$ cat src/rtl/queue_reader.sv
// -----------------------------------------------------------------------------
// queue_reader
//   Read-side drain engine for a small synchronous queue. It pulls words out of
//   the queue and presents them on a valid/ready stream. The queue returns data
//   one cycle after the read strobe, so a 2-entry output buffer is kept. Reads
//   are issued only while the buffer plus the in-flight word has room. This
//   sustains one word per cycle and tolerates arbitrary backpressure.
//
// Parameters
//   DATA_W      width of queue words and stream data (default 8)
//
// Ports
//   clk         rising-edge clock
//   rst         asynchronous reset, active low (0 = reset)
//   flush       synchronous clear of buffer and in-flight read
//   fifo_empty  queue empty flag
//   fifo_dout   queue read data, valid the cycle after fifo_rd_en
//   fifo_rd_en  queue read strobe (combinational credit check)
//   m_valid     stream data valid
//   m_ready     stream consumer ready
//   m_data      stream data (head of the output buffer)
//   idle        buffer empty, nothing in flight, and queue empty
//   word_count  [only with QUEUE_READER_STATS_EN] count of words handed off;
//               wraps at 16 bits and is not cleared by flush
//
// Build option
//   QUEUE_READER_STATS_EN  adds the word_count output and its counter.
// -----------------------------------------------------------------------------
module queue_reader #(
  parameter int DATA_W = 8
) (
  input  logic              clk,
  input  logic              rst,
  input  logic              flush,
  input  logic              fifo_empty,
  input  logic [DATA_W-1:0] fifo_dout,
  output logic              fifo_rd_en,
  output logic              m_valid,
  input  logic              m_ready,
  output logic [DATA_W-1:0] m_data,
  output logic              idle
`ifdef QUEUE_READER_STATS_EN
  ,
  output logic [15:0]       word_count
`endif
);

  // Buffer occupancy doubles as the buffer state.
  typedef enum logic [1:0] {
    EMPTY = 2'd0,
    ONE   = 2'd1,
    TWO   = 2'd2
  } occ_e;

  occ_e              occ;
  logic              inflight;  // a read was issued last cycle; data arrives now
  logic [DATA_W-1:0] head_q;
  logic [DATA_W-1:0] tail_q;
  logic              push;
  logic              pop;
  logic [2:0]        pending;

  assign m_valid = (occ != EMPTY);
  assign m_data  = head_q;
  assign pop     = m_valid & m_ready;
  assign push    = inflight;
  assign idle    = (occ == EMPTY) & ~inflight & fifo_empty;

  // Credit check: a new read is allowed only if the words already held or on
  // their way, minus the one leaving this cycle, leave room in the buffer.
  // Following m_ready combinationally keeps the stream at one word per cycle.
  always_comb begin
    // NOTE: every always_comb output gets a value before any condition, so no
    // path can leave it unassigned and infer a latch.
    pending    = {1'b0, occ} + {2'b00, inflight} - {2'b00, pop};
    fifo_rd_en = rst & ~flush & ~fifo_empty & (pending < 3'd2);
  end

  always_ff @(posedge clk or negedge rst) begin
    if (!rst) begin
      // NOTE: sequential state is updated with non-blocking assignments only.
      // The data registers are reset as well because m_data must read 0
      // during reset, not just the valid state.
      occ      <= EMPTY;
      inflight <= 1'b0;
      head_q   <= '0;
      tail_q   <= '0;
    end else if (flush) begin
      // A returning word is dropped. No read is issued during flush, so
      // nothing returns in the following cycle.
      occ      <= EMPTY;
      inflight <= 1'b0;
    end else begin
      inflight <= fifo_rd_en;
      unique case (occ)
        EMPTY: begin
          if (push) begin
            head_q <= fifo_dout;
            occ    <= ONE;
          end
        end
        ONE: begin
          if (push && pop) begin
            head_q <= fifo_dout;          // new word goes straight to the head
          end else if (push) begin
            tail_q <= fifo_dout;
            occ    <= TWO;
          end else if (pop) begin
            occ    <= EMPTY;
          end
        end
        TWO: begin
          // Credit keeps push-without-pop from happening here.
          if (pop) begin
            head_q <= tail_q;
            if (push) tail_q <= fifo_dout;
            else      occ    <= ONE;
          end
        end
        default: occ <= EMPTY;
      endcase
    end
  end

`ifdef QUEUE_READER_STATS_EN
  always_ff @(posedge clk or negedge rst) begin
    if (!rst)     word_count <= 16'd0;
    else if (pop) word_count <= word_count + 16'd1;  // wraps naturally
  end
`endif

endmodule

$ cat config.mk
export PLATFORM = sky130hd
export DESIGN_NAME = queue_reader
export DESIGN_NICKNAME = d
export VERILOG_FILES = /design/src/rtl/queue_reader.sv
export SDC_FILE = /design/constraint.sdc
export NUM_CORES = 1
export LEC_CHECK = 0
export ABC_AREA = 0
export CAP_MARGIN = 20
export CORE_MARGIN = 2
export CORE_UTILIZATION = 45
export DETAILED_ROUTE_END_ITERATION = 8
export PLACE_DENSITY = 0.85
export SYNTH_ARGS = -nofsm -noshare
export SYNTH_HDL_FRONTEND = slang
export SYNTH_SLANG_ARGS = --single-unit
$ cat constraint.sdc
create_clock -name clk -period 2.45 [get_ports clk]
set_input_delay 0.49 -clock clk [delete_from_list [all_inputs] [get_ports clk]]
set_output_delay 0.49 -clock clk [all_outputs]
set_load 0.01 [all_outputs]
# --- Word-level counts from Yosys, hierarchy flattened ---
# Cells that the tools add are included.
classes:
  addsub: 2
  n_lt_le_gt_ge: 1
  n_eq_ne: 11
  n_mux: 17
  bitwise_logic: 9
  reduce_logical: 8
op_table:
  columns: ["operator", "count"]
  rows:
  - ["two-way mux 8 bit", 6]
  - ["case mux 8 bit (3 select lines)", 1]
  - ["case mux 8 bit (2 select lines)", 1]
  - ["two-way mux 2 bit", 7]
  - ["!= test 3 bit (second input constant)", 4]
  - ["AND reduction 5 bit", 2]
  - ["!= test 2 bit (second input constant)", 4]
  - ["AND 1 bit", 6]
  - ["case mux 2 bit (3 select lines)", 1]
  - ["!= test 4 bit (second input constant)", 1]
  - ["AND reduction 4 bit", 1]
  - ["nonzero test 2 bit", 2]
  - ["adder 2 x 1 -> 3 bit", 1]
  - ["< comparator 3 x 2 -> 1 bit (second input constant)", 1]
  - ["NOT 1 bit", 3]
  - ["nonzero test 3 bit", 1]
  - ["subtractor 3 x 1 -> 3 bit", 1]
  - ["equality test 2 x 1 -> 1 bit (second input constant)", 1]
  - ["equality test 2 bit (second input constant)", 1]
  - ["logical NOT 2 bit", 1]
  - ["logical AND 1 bit", 1]
  - ["two-way mux 1 bit", 1]
totals:
  register_bits: 19
  input_bits: 13
  elab_cells: 52

# --- Logic depth before layout (Yosys ltp) ---
depth:
  depth_word: 7
  mapped_depth: 5
  mapped_depth_nobuf: 5

# --- Worst setup path after synthesis ---
# No wires, ideal clock.
synth_path:
  kind: "flip-flop to output port"
  start: "register occ[1]"
  end: "output port fifo_rd_en"
  arrival_ns: 1.770
  required_ns: 1.960
  setup_slack_ns: 0.190
  stages_incl_launch_ff: 6
  cell_sequence: "dfrtp_1 or2_2 and2_1 fa_1 nand4bb_1 nor2_1"
synth_via:
  elab_chain_len: 5
  word_cells_on_any_way: 6
  classes_between: "add/sub: 2; order compare: 1; bitwise: 2; reduce/logical: 1"
synth_lines:
  columns: ["item", "line", "source"]
  rows:
  - ["start: declaration", "55", "occ_e occ;"]
  - ["start signal: assignment", "84", "occ <= EMPTY;"]
  - ["start signal: assignment", "91", "occ <= EMPTY;"]
  - ["start signal: assignment", "99", "occ <= ONE;"]
  - ["nonzero test 2 bit", "63", "assign m_valid = (occ != EMPTY);"]
  - ["named net m_valid", "38", "output logic m_valid,"]
  - ["AND 1 bit", "65", "assign pop = m_valid & m_ready;"]
  - ["subtractor 3 x 1 -> 3 bit", "75", "pending = {1'b0, occ} + {2'b00, inflight} - {2'b00, pop};"]
  - ["< comparator 3 x 2 -> 1 bit", "76", "fifo_rd_en = rst & ~flush & ~fifo_empty & (pending < 3'd2);"]
  - ["AND 1 bit", "76", null]
  - ["end: declaration", "37", "output logic fifo_rd_en,"]
# The timed path passes the listed nets, and every way through them passes these cells.

# --- Worst setup path after layout ---
layout_path:
  start: "register occ[1]"
  end: "output port fifo_rd_en"
layout_via:
  elab_chain_len: 5
  word_cells_on_any_way: 6
  classes_between: "add/sub: 2; order compare: 1; bitwise: 2; reduce/logical: 1"
layout_lines:
  columns: ["item", "line"]
  rows:
  - ["parallel branches: the longest is 2 deep, another holds adder 2 x 1 -> 3 bit", null]
  - ["subtractor 3 x 1 -> 3 bit (*)", "75"]
  - ["< comparator 3 x 2 -> 1 bit (*)", "76"]
  - ["AND 1 bit (*)", "76"]
# Every way passes the cells marked *.

==> impl_results.md <==
- P_sw: 0.000199 W
- Post-route DRC: 0
- Clock root cell: clkbuf_4
- Setup Skew: 0.00401 ns
- Worst-margin pin slew: roughly 0.27 ns
- Post-route ant nets: 0
- RD Place Congestion: 0.772
- Pleak: 0.665 nW
- Crit path DAT: 1.95 ns
- DR vias: ~680
- Crit path buf inv count: 1
- Syn avg cell area: 14.5 um2
- Layout cells sized above 1: 39.3%
- # setup viols final: 0
- Starting Density: a little under half
- CP required: between 1.5 and 2 ns
- R2R Setup Slk: between 0.4 and 0.5 ns
- Synth top cells by count: dfrtp_1 (19), mux2_2 (9), mux2_1 (8), mux2_4 (8), nor2_1 (4)
- Cell area after placement: 1330 um2
- Total Wirelength: approximately 1.9 mm
- Final cell count without fillers: roughly 140
- Clock Sinks: 19
- Clk pwr share: 20.2%
- Post-synthesis register bit count: 19
- H-tree Lvls: 1
- Final HPWL DP: 1.45 mm
- Int Pwr: 0.000582 W
- IO buf count: 23
- Maxcap violations: 0
- Slowest stage delay, CP: 0.50 ns
- Startpoint types: register
- Hold Crit Class: register to register
- Max transition margin: 82.0%
- Storage element area: between 400 and 500 um2
- Min Tclk post-route: 2.44 ns
- Dpl cells: 128
- Seq pwr share: 50.0%
- Post-synth ARST share: 100%
- Worst R2R Start: occ[1]$_DFFE_PN0P_
- Site Rows: 17
- DRT iter0 DRCs: 9
- GRT Total Usage: ~18%
- Num CTS Buffers: 3
- Hold path start: m_data[1]$_DFFE_PN0P_
- Main synth FF type: dfrtp_1
- Max FO, Critical Path: 2
- Max Fclk: about 410 MHz
- Die Wd: approximately 51 um
- Setup CP Type: register to output port
- Endpoint type of the worst setup path: output port
- R2r worst-path depth: 8
- Design area: 1390 um2
- Full die area: ~2600 um2
- Vias in the first global route: 735
- Max Transition Viols Final: 0
- Unrepaired setup endpoints after global routing: yes
- Clk_lat worst skew: 0.30 ns
- Hold Path Depth: 1
- Yosys cell types: 25
- Core footprint: 2170 um2
- Peak VDD IR: 0.431 mV
- Net Sw Frac: about a quarter
- CTS tree: yes
- Most frequent cell after synthesis: dfrtp_1
- Sequential area share after synthesis: approximately 47%
- Gr ovfl total: 0
- Die Height: approximately 51 um
- Via density: 5.05
- Worst-case clock buffer depth: 2
- CTS hold repair buffers: 0
- Reg2reg end: inflight$_DFF_PN0_
- Crit. path cell count: 6
- Number of inserted diodes: 0
- Post-synth top area share: between 40% and 50%
- Multi-input gate area: between 500 and 600 um2
- Fin nets: 122
- Area contributors post-synth: dfrtp_1 (47%), mux2_4 (12%), mux2_2 (10%), mux2_1 (8.9%), and2b_4 (2.0%)
- CP top delay family: simple AND/OR/NAND/NOR gates
- Post-synth EDFFs: 0
- Cell Chain, Critical Path: or2_4 > and2_4 > fa_1 > nand4bb_1 > nor2_1 > buf_2
- Synth-to-Final Area Change: 36.8%
- YS warnings: 0
- Result of the run: finished, final reports clean
- Io pins: 24
- Initial antenna violation count: 0
- Power per Cell Area: roughly 560 nW/um2
- Critical Path Slowest Stage Cell: fa_1
- DR WL/cell: about 14 um
- Gate count of the mapped netlist: 70
- Worst-path clk slew: ~0.10 ns
- Worst Hold Path EP: m_data[1]$_DFFE_PN0P_
- Pin count of the biggest net entering global routing: 20
- Syn nets: 84
- DR pass1 iterations: 4
- Final Hold Viols: 0
- First-pass GRT wire length: approximately 3.5 mm
- Area leader, netlist: dfrtp_1
- Period utilisation layout: 99.7%
- Post-Syn Area: ~1000 um2
- Combinational Power Share: 29.9%
- Filler cell count: 178
-- layout make-up --
cell class	count	share of cell area, %
Timing Repair Buffer	34	22.4
Multi-Input combinational cell	49	38.6
Clock buffer	4	1.90
Inverter	1	0.271
Tap cell	28	2.53
Sequential cell	19	34.3
-- cell families after synthesis --
group / Yosys count / synth area share, %
buffers and inverters: 2 / 1.48
flip-flops: 19 / 46.9
AND/OR/NAND/NOR: 16 / 12.6
multiplexers: 25 / 30.7
adder cells (fa/ha/maj): 1 / 1.98
XOR/XNOR: 1 / 0.864
AO/OA/AOI/OAI: 6 / 5.43
-- routing by layer --
layer	track usage (%)	share of wire, %	vias up
li1	-	-	324
met1	23.4	46	335
met2	28.0	48	20
met3	4.39	5.0	3
met4	8.77	0.99	0
met5	0	0	-
-- per-stage QoR --
| step | power, W | hold WS (ns) | utilization (%) | setup TNS (ns) | setup slack, ns |
|---|---|---|---|---|---|
| floorplan | 0.000490 | 0.194 | - | 0 | 0.190 |
| global placement | 0.000620 | 0.489 | 61.2 | -0.592 | -0.592 |
| detailed placement | 0.000627 | 0.492 | 61.2 | -0.638 | -0.638 |
| CTS | 0.000787 | 0.520 | 63.6 | 0 | 0.000344 |
| global route | 0.000824 | 0.537 | 63.9 | -0.102 | -0.102 |
| finish | 0.000780 | 0.517 | 63.9 | 0 | 0.00617 |
-- power groups by stage --
stage          Combinational (W)  Sequential, W  Clock, W
2_1_floorplan          0.0000771       0.000413         0
3_3_place_gp            0.000226       0.000394         0
3_5_place_dp            0.000232       0.000395         0
4_1_cts                 0.000236       0.000391  0.000160
5_1_grt                 0.000251       0.000397  0.000175
6_report                0.000233       0.000390  0.000157
-- sequential cells by signal, indices dropped and copies added (netlist names) --
signal and flops:
m_data 8, inflight 1, tail_q 8, occ 2
-- what timing repair did --
| item | in CTS | in global routing |
|---|---|---|
| pin swaps | 1 | 0 |
| setup buffers | 2 | 1 |
| resized for setup | 11 | 0 |
| endpoints found under the setup margin | 1 | 1 |
| endpoints found under the hold margin | 0 | 0 |
-- worst max path at each step --
stage | startpoint | end
final | occ[1]$_DFFE_PN0P_ | fifo_rd_en
after global routing | occ[1]$_DFFE_PN0P_ | fifo_rd_en
after CTS | occ[1]$_DFFE_PN0P_ | fifo_rd_en
after detailed placement | m_ready | fifo_rd_en
after global placement | m_ready | fifo_rd_en
after floorplan | occ[1]$_DFFE_PN0P_ | fifo_rd_en
-- cells in the final DEF (no fill, tap or decap), types with 2 or more instances in the layout --
cell and instances:
mux2_1 8, nor2_1 4, and2b_4 2, dfrtp_1 19, buf_4 10, mux2_4 8, clkbuf_4 3, clkdlybuf4s50_1 21
mux2_2 9
No activity file was read; power rests on OpenSTA's default activity.
